## src/rtl/spi_ram_bridge_pkg.sv

```systemverilog
// Shared types and constants for the SPI-to-RAM bridge.
package spi_ram_bridge_pkg;
   typedef enum logic [1:0] {
      ST_IDLE = 2'd0,
      ST_CMD  = 2'd1,
      ST_DATA = 2'd2
   } state_e;

   localparam int CMD_WRITE_BIT = 7;
   localparam int BYTE_LEN      = 8;
   localparam int DEF_ADDR_BITS = 2;
endpackage

```

## src/rtl/spi_ram_bridge_sync.sv

```systemverilog
// Multi-flop synchronizer for one SPI pin followed by a rise/fall detector.
module spi_sync_edge #(
   parameter int   SYNC_STAGES = 2,
   parameter logic RST_VAL     = 1'b0
) (
   input  logic clk,
   input  logic rst_n,
   input  logic din,
   output logic dout,
   output logic rise,
   output logic fall
);
   logic [SYNC_STAGES-1:0] sync_q, sync_d;
   logic                   prev_q, prev_d;

   always_comb begin
      sync_d    = sync_q << 1;
      sync_d[0] = din;
      prev_d    = sync_q[SYNC_STAGES-1];
   end

   always_ff @(posedge clk or negedge rst_n) begin
      if (!rst_n) begin
         sync_q <= {SYNC_STAGES{RST_VAL}};
         prev_q <= RST_VAL;
      end else begin
         sync_q <= sync_d;
         prev_q <= prev_d;
      end
   end

   assign dout = sync_q[SYNC_STAGES-1];
   assign rise = dout & ~prev_q;
   assign fall = ~dout & prev_q;
endmodule

```

## src/rtl/spi_ram_bridge.sv

```systemverilog
// SPI mode-0 slave that turns command/data frames into byte reads and writes on a small RAM.
//   state   | meaning
//   ST_IDLE | waiting for cs_n to fall
//   ST_CMD  | shifting in the command byte (rw bit + start address)
//   ST_DATA | burst of data bytes, address auto-increments until cs_n rises
module spi_ram_bridge
   import spi_ram_bridge_pkg::*;
#(
   parameter int ADDR_BITS   = DEF_ADDR_BITS,
   parameter int SYNC_STAGES = 2
) (
   input  logic                 clk,
   input  logic                 rst_n,
   input  logic                 spi_sclk,
   input  logic                 spi_cs_n,
   input  logic                 spi_mosi,
   output logic                 spi_miso,
   output logic                 spi_miso_oe,
   output logic                 mem_we,
   output logic [ADDR_BITS-1:0] mem_addr,
   output logic [7:0]           mem_wdata,
   input  logic [7:0]           mem_rdata,
   output logic                 busy
);
   logic sclk_sync_unused, sclk_rise, sclk_fall;
   logic cs_sync, cs_rise, cs_fall;
   logic mosi_sync, mosi_rise_unused, mosi_fall_unused;

   spi_sync_edge #(.SYNC_STAGES(SYNC_STAGES), .RST_VAL(1'b0)) u_sync_sclk (
      .clk(clk), .rst_n(rst_n), .din(spi_sclk),
      .dout(sclk_sync_unused), .rise(sclk_rise), .fall(sclk_fall));
   spi_sync_edge #(.SYNC_STAGES(SYNC_STAGES), .RST_VAL(1'b1)) u_sync_cs (
      .clk(clk), .rst_n(rst_n), .din(spi_cs_n),
      .dout(cs_sync), .rise(cs_rise), .fall(cs_fall));
   spi_sync_edge #(.SYNC_STAGES(SYNC_STAGES), .RST_VAL(1'b0)) u_sync_mosi (
      .clk(clk), .rst_n(rst_n), .din(spi_mosi),
      .dout(mosi_sync), .rise(mosi_rise_unused), .fall(mosi_fall_unused));

   state_e               state_q, state_d;
   logic [2:0]           bit_cnt_q, bit_cnt_d;
   logic [7:0]           shift_q, shift_d;
   logic                 is_write_q, is_write_d;
   logic [ADDR_BITS-1:0] mem_addr_q, mem_addr_d;
   logic [7:0]           mem_wdata_q, mem_wdata_d;
   logic                 mem_we_q, mem_we_d;
   logic [7:0]           tx_q, tx_d;
   logic                 load_q, load_d;
   logic [7:0]           byte_w;
   logic                 byte_done;

   assign byte_w    = {shift_q[6:0], mosi_sync};
   assign byte_done = sclk_rise && (bit_cnt_q == 3'(BYTE_LEN - 1));

   always_comb begin
      state_d     = state_q;
      bit_cnt_d   = bit_cnt_q;
      shift_d     = shift_q;
      is_write_d  = is_write_q;
      mem_addr_d  = mem_addr_q;
      mem_wdata_d = mem_wdata_q;
      mem_we_d    = 1'b0;
      tx_d        = tx_q;
      load_d      = 1'b0;

      if (mem_we_q) mem_addr_d = mem_addr_q + ADDR_BITS'(1);
      if (load_q)   tx_d       = mem_rdata;

      case (state_q)
         ST_IDLE: begin
            if (cs_fall) begin
               state_d   = ST_CMD;
               bit_cnt_d = 3'd0;
               shift_d   = 8'h00;
               tx_d      = 8'h00;
            end
         end
         ST_CMD, ST_DATA: begin
            if (sclk_rise) begin
               shift_d   = byte_w;
               bit_cnt_d = bit_cnt_q + 3'd1;
            end
            // the fall right after a byte boundary keeps the freshly loaded bit 7 on the pin
            if (state_q == ST_DATA && sclk_fall && bit_cnt_q != 3'd0)
               tx_d = {tx_q[6:0], 1'b0};
            if (byte_done) begin
               if (state_q == ST_CMD) begin
                  is_write_d = byte_w[CMD_WRITE_BIT];
                  mem_addr_d = byte_w[ADDR_BITS-1:0];
                  load_d     = ~byte_w[CMD_WRITE_BIT];
                  state_d    = ST_DATA;
               end else if (is_write_q) begin
                  mem_wdata_d = byte_w;
                  mem_we_d    = 1'b1;
               end else begin
                  mem_addr_d = mem_addr_q + ADDR_BITS'(1);
                  load_d     = 1'b1;
               end
            end else if (cs_sync || cs_rise) begin
               state_d = ST_IDLE;
            end
         end
         default: state_d = ST_IDLE;
      endcase
   end

   always_ff @(posedge clk or negedge rst_n) begin
      if (!rst_n) begin
         state_q     <= ST_IDLE;
         bit_cnt_q   <= 3'd0;
         shift_q     <= 8'h00;
         is_write_q  <= 1'b0;
         mem_addr_q  <= '0;
         mem_wdata_q <= 8'h00;
         mem_we_q    <= 1'b0;
         tx_q        <= 8'h00;
         load_q      <= 1'b0;
      end else begin
         state_q     <= state_d;
         bit_cnt_q   <= bit_cnt_d;
         shift_q     <= shift_d;
         is_write_q  <= is_write_d;
         mem_addr_q  <= mem_addr_d;
         mem_wdata_q <= mem_wdata_d;
         mem_we_q    <= mem_we_d;
         tx_q        <= tx_d;
         load_q      <= load_d;
      end
   end

   assign spi_miso_oe = ~cs_sync;
   assign spi_miso    = (state_q == ST_DATA) && !is_write_q && !cs_sync && tx_q[7];
   assign mem_we      = mem_we_q;
   assign mem_addr    = mem_addr_q;
   assign mem_wdata   = mem_wdata_q;
   assign busy        = (state_q != ST_IDLE);
endmodule
```

## config.mk

```make
export PLATFORM = sky130hd
export DESIGN_NAME = spi_ram_bridge
export DESIGN_NICKNAME = d
export VERILOG_FILES = /design/src/rtl/spi_ram_bridge_pkg.sv /design/src/rtl/spi_ram_bridge_sync.sv /design/src/rtl/spi_ram_bridge.sv
export SDC_FILE = /design/constraint.sdc
export NUM_CORES = 1
export LEC_CHECK = 0
export BUFFER_PORTS_ARGS = -buffer_cell sky130_fd_sc_hd__buf_2
export CAP_MARGIN = 40
export CORE_UTILIZATION = 40
export DETAILED_ROUTE_END_ITERATION = 12
export PLACE_DENSITY = 0.66
export RECOVER_POWER = 50
export SYNTH_ARGS = -nofsm -noshare
export SYNTH_HDL_FRONTEND = slang
export SYNTH_SLANG_ARGS = --single-unit
```

## constraint.sdc

```tcl
create_clock -name clk -period 4.6 [get_ports clk]
set_clock_uncertainty 0.1 [all_clocks]
set_input_delay 0.23 -clock clk [delete_from_list [all_inputs] [get_ports clk]]
set_output_delay 0.23 -clock clk [all_outputs]
set_load 0.03 [all_outputs]
```

==> flow_results.org <==
** Cells and area
- The post-route netlist has 26.3% of its cells at a drive strength greater than 1.
- Non-filler cells, final :: 246
- Compared with the post-synthesis result, the final layout area differs by 16.2%.
- Antenna diode instance count :: 0
- Final core occ :: 49.5%
- For this run, the post-layout net count is 213.
- Fill cells in the final layout number 424.

** Timing
- Number of setup violations in the final report :: 0
- In this run the tightest slew margin relative to its limit is -37.5%.
- The final max-slew violation count was 41.
- In the finished design, the share of the clock period the worst path needs comes to 58.0%.
- Tmin final :: 2.67 ns
- Unrepaired setup endpoints after global routing :: no
- Static timing analysis puts the maximum clock frequency at 0.375 GHz.
- For the pin with the worst max-slew slack, the measured transition is 2.06 ns.
- For the final routed database, the setup TNS stands at 0 ns.
- The count of endpoints failing hold in the final timing report is 0.

** Placed design
- Including well taps, the total number of placed cells is 234.
- Quantity of I/O buffers inserted on ports :: 26
- GP Congestion :: 0.817
- Final HPWL from detailed placement :: 2570 µm

** Floorplan
- Pin placement for this block handled 27 I/O pins.
- Die extent in x :: 70.8 µm
- Initial Utilization :: 42.7%
- The floorplan step defined a die boundary enclosing 5020 µm².
- Standard cell core area :: 4440 µm²
- # rows :: 24
- From bottom edge to top edge, the die measures 70.8 µm.

** Power
- Largest vdd supply drop :: 0.262 mV
- In this run the static leakage power is 0.00105 µW.
- Pwr per Cell Area :: 409 nW/µm²
- Total power of the final layout :: 902 µW

** Global route
- Initial antenna violation count :: 0
- Gr ovfl total :: 0
- Total routing usage reported by global routing :: 15.7%
- The number of global-route vias before repair is 1,362.
- Wire length of the first global-routing pass :: 6130 µm
- Entering global routing, the biggest net connects 41 pins.

** Run
- Max-capacitance violation count :: 1

** Clock network
- The clock net in this run drives a total of 41 sinks.
- Clk_lat worst skew :: 0.29 ns
- Counting the buffers created by CTS gives 5.
- Clk Tree Root Cell :: clkbuf_8
- TritonCTS built the clock tree.
- Max Buffers Root-to-Sink :: 2
- Clock-pin slew was measured on the worst setup and hold paths at 0.08 ns.
- Post-CTS setup repair buffer count :: 0
- Post-CTS repair changed the size of 0 cells.
- The H-tree was split into 2 levels.

** Routing
- The first detailed-routing pass took 5 iterations.
- Initial detailed-routing violation count :: 48
- For this run, design rule violations remaining after detail routing come to 0.
- Number of nets still failing antenna checks after routing :: 0
- Via total after detailed routing :: 1,283
- The final layout contains routed wiring with a total length of 3470 µm.
- Post-detailed-route via-to-cell ratio :: 5.22
- Per-cell routed wire length :: 14.1 µm

** Worst hold path
- Worst min path class :: input pin to asynchronous set/reset pin

** Yosys
- Counting every net in the synthesized netlist gives 181.
- Synthesis handed over a netlist of 161 instances.
- The synthesized design contains 41 register bits.
- The mapped netlist covers 1900 µm².
- Post-synth cell types :: 41
- Average footprint of a synthesized cell :: 11.8 µm²
- For this run, the number of Yosys warnings is 0.
- Sequential elements use 54.3% of the synthesized area.

** Critical path
- The critical path is of the flop to flop type.
- Maximum fanout count along the critical path :: 18
- Critical Path Start Type :: flop
- Kind of capture point of the worst setup path :: flop
- At the worst endpoint, the required time is 4.68 ns.
- Data arrives at the worst endpoint at 2.74 ns.

** Run status
- Violated checks :: capacitance limit, slew limit
- The run finished, with violations left.
## metal layers
| layer | global-route usage, % | share of wire (%) | up-vias |
|---|---|---|---|
| met4 | 3.33 | 0.29 | 0 |
| met3 | 4.70 | 3.5 | 2 |
| met1 | 18.5 | 44 | 631 |
| met2 | 28.2 | 52 | 18 |
| met5 | 0 | 0 | - |
| li1 | - | - | 632 |
## flip-flops by register name (all words and copies together), names as in the netlist
register	count
mem_wdata	8
tx_q	8
shift_q	7
bit_cnt_q	3
mem_addr	2
state_q	2
u_sync_cs.sync_q	2
u_sync_mosi.sync_q	2
u_sync_sclk.sync_q	2
is_write_q	1
load_q	1
mem_we	1
u_sync_cs.prev_q	1
u_sync_sclk.prev_q	1
## cells in the mapped netlist
| library cell | instances | area share, % |
|---|---|---|
| dfrtp_1 | 38 | 50 |
| nand2_1 | 24 | 4.8 |
| o21ai_1 | 10 | 2.6 |
| mux2_2 | 9 | 5.3 |
| mux2i_1 | 9 | 4.8 |
| ha_1 | 7 | 4.6 |
| inv_1 | 7 | 1.4 |
| a2bb2oi_1 | 6 | 2.8 |
| o21ai_0 | 6 | 1.6 |
| a211oi_1 | 3 | 1.2 |
| buf_4 | 3 | 1.2 |
| dfstp_2 | 3 | 4.2 |
| nor2b_1 | 3 | 0.99 |
| nor3_1 | 3 | 0.79 |
| buf_2 | 2 | 0.53 |
| o211ai_1 | 2 | 0.79 |
| xor2_1 | 2 | 0.92 |
| a21boi_0 | 1 | 0.40 |
| a21oi_1 | 1 | 0.26 |
| a21oi_4 | 1 | 0.86 |
| a22o_1 | 1 | 0.46 |
| a31oi_1 | 1 | 0.33 |
| and3b_1 | 1 | 0.46 |
| clkbuf_8 | 1 | 0.73 |
| mux2_4 | 1 | 0.79 |
| nand2b_1 | 1 | 0.33 |
| nand3_1 | 1 | 0.26 |
| nand3b_1 | 1 | 0.40 |
| nand4b_1 | 1 | 0.46 |
| nand4b_2 | 1 | 0.79 |
| nor2_1 | 1 | 0.20 |
| nor4_1 | 1 | 0.33 |
| nor4bb_1 | 1 | 0.53 |
| o21a_1 | 1 | 0.40 |
| o22ai_1 | 1 | 0.33 |
| o22ai_2 | 1 | 0.66 |
| o2bb2ai_1 | 1 | 0.46 |
| or2b_2 | 1 | 0.46 |
| or2b_4 | 1 | 0.59 |
| or3_1 | 1 | 0.33 |
| or3_4 | 1 | 0.59 |
## cell families (layout without fill, tap and decap cells)
| group | count (synthesis) | in the layout | synth area share (%) |
|---|---|---|---|
| buffers and inverters | 13 | 46 | 3.83 |
| adders and majority gates | 7 | 7 | 4.62 |
| muxes | 19 | 19 | 10.9 |
| DFF | 41 | 41 | 54.3 |
| and+or+nand+nor | 43 | 43 | 12.3 |
| AOI/OAI and AO/OA | 36 | 36 | 13.1 |
| xor gates and xnor gates | 2 | 2 | 0.924 |
## final timing paths
kind	from	endpoint	slack, ns	cells after the start
max in group asynchronous	rst_n	tx_q[3]$_DFF_PN0_	2.12	3
worst min-delay path	rst_n	tx_q[5]$_DFF_PN0_	0.14	2
worst max register to register	state_q[0]$_DFFE_PN0P_	mem_wdata[6]$_DFFE_PN0P_	1.93	5
worst min register to register	u_sync_mosi.sync_q[0]$_DFF_PN0_	u_sync_mosi.sync_q[1]$_DFF_PN0_	0.26	0
worst max-delay path	state_q[0]$_DFFE_PN0P_	mem_wdata[6]$_DFFE_PN0P_	1.93	5
min in group clk	mem_rdata[0]	tx_q[0]$_DFF_PN0_	0.14	3
## cells in the final DEF (no fill, tap or decap), types with 2 or more instances in the layout
cell / synthesis / final
a211oi_1: 3 / 3
a2bb2oi_1: 6 / 6
buf_2: 2 / 25
clkbuf_1: 0 / 2
clkbuf_8: 1 / 5
dfrtp_1: 38 / 38
dfstp_2: 3 / 2
dlygate4sd3_1: 0 / 4
ha_1: 7 / 7
inv_1: 7 / 7
mux2_2: 9 / 9
mux2i_1: 9 / 9
nand2_1: 24 / 24
nor2b_1: 3 / 3
nor3_1: 3 / 3
o211ai_1: 2 / 2
o21ai_0: 6 / 6
o21ai_1: 10 / 10
xor2_1: 2 / 2
## critical path, cell delays in order, from the launching register on
cell and delay, ns:
dfrtp_1 0.41, inv_1 0.10, ha_1 0.64, nand4b_2 0.27, nor2b_1 0.63, mux2_2 0.42
## metrics by stage
step	hold slack [ns]	worst slack [ns]	cell area (µm²)
floorplan	-0.166	2.61	1900
global placement	0.234	2.10	2040
detailed placement	-0.0692	1.95	2060
CTS	0.116	1.90	2220
global route	0.131	1.62	2200
finish	0.137	1.93	2200
## layout make-up
type                    instances  area [µm²]  share of cell area (%)
repair buffers                 31         173                    7.84
well taps                      52        65.1                    2.95
clock buffers                   5        68.8                    3.13
multi-input cells             107         793                    36.0
clock inverters                 3        46.3                    2.10
flip-flops and latches         41        1030                    46.8
inverters                       7        26.3                    1.19
## what timing repair did
action | CTS | global route
hold buffers | 4 | 0
hold endpoints to repair | 41 | 0
setup endpoints to repair | 0 | 0
## power by group
part	total, µW	switching, µW	internal [µW]
combinational	204	135	69.2
clock	286	124	162
sequential	412	23.9	388
total	902	282	619
Note: power is estimated with default switching activity, not from simulation.
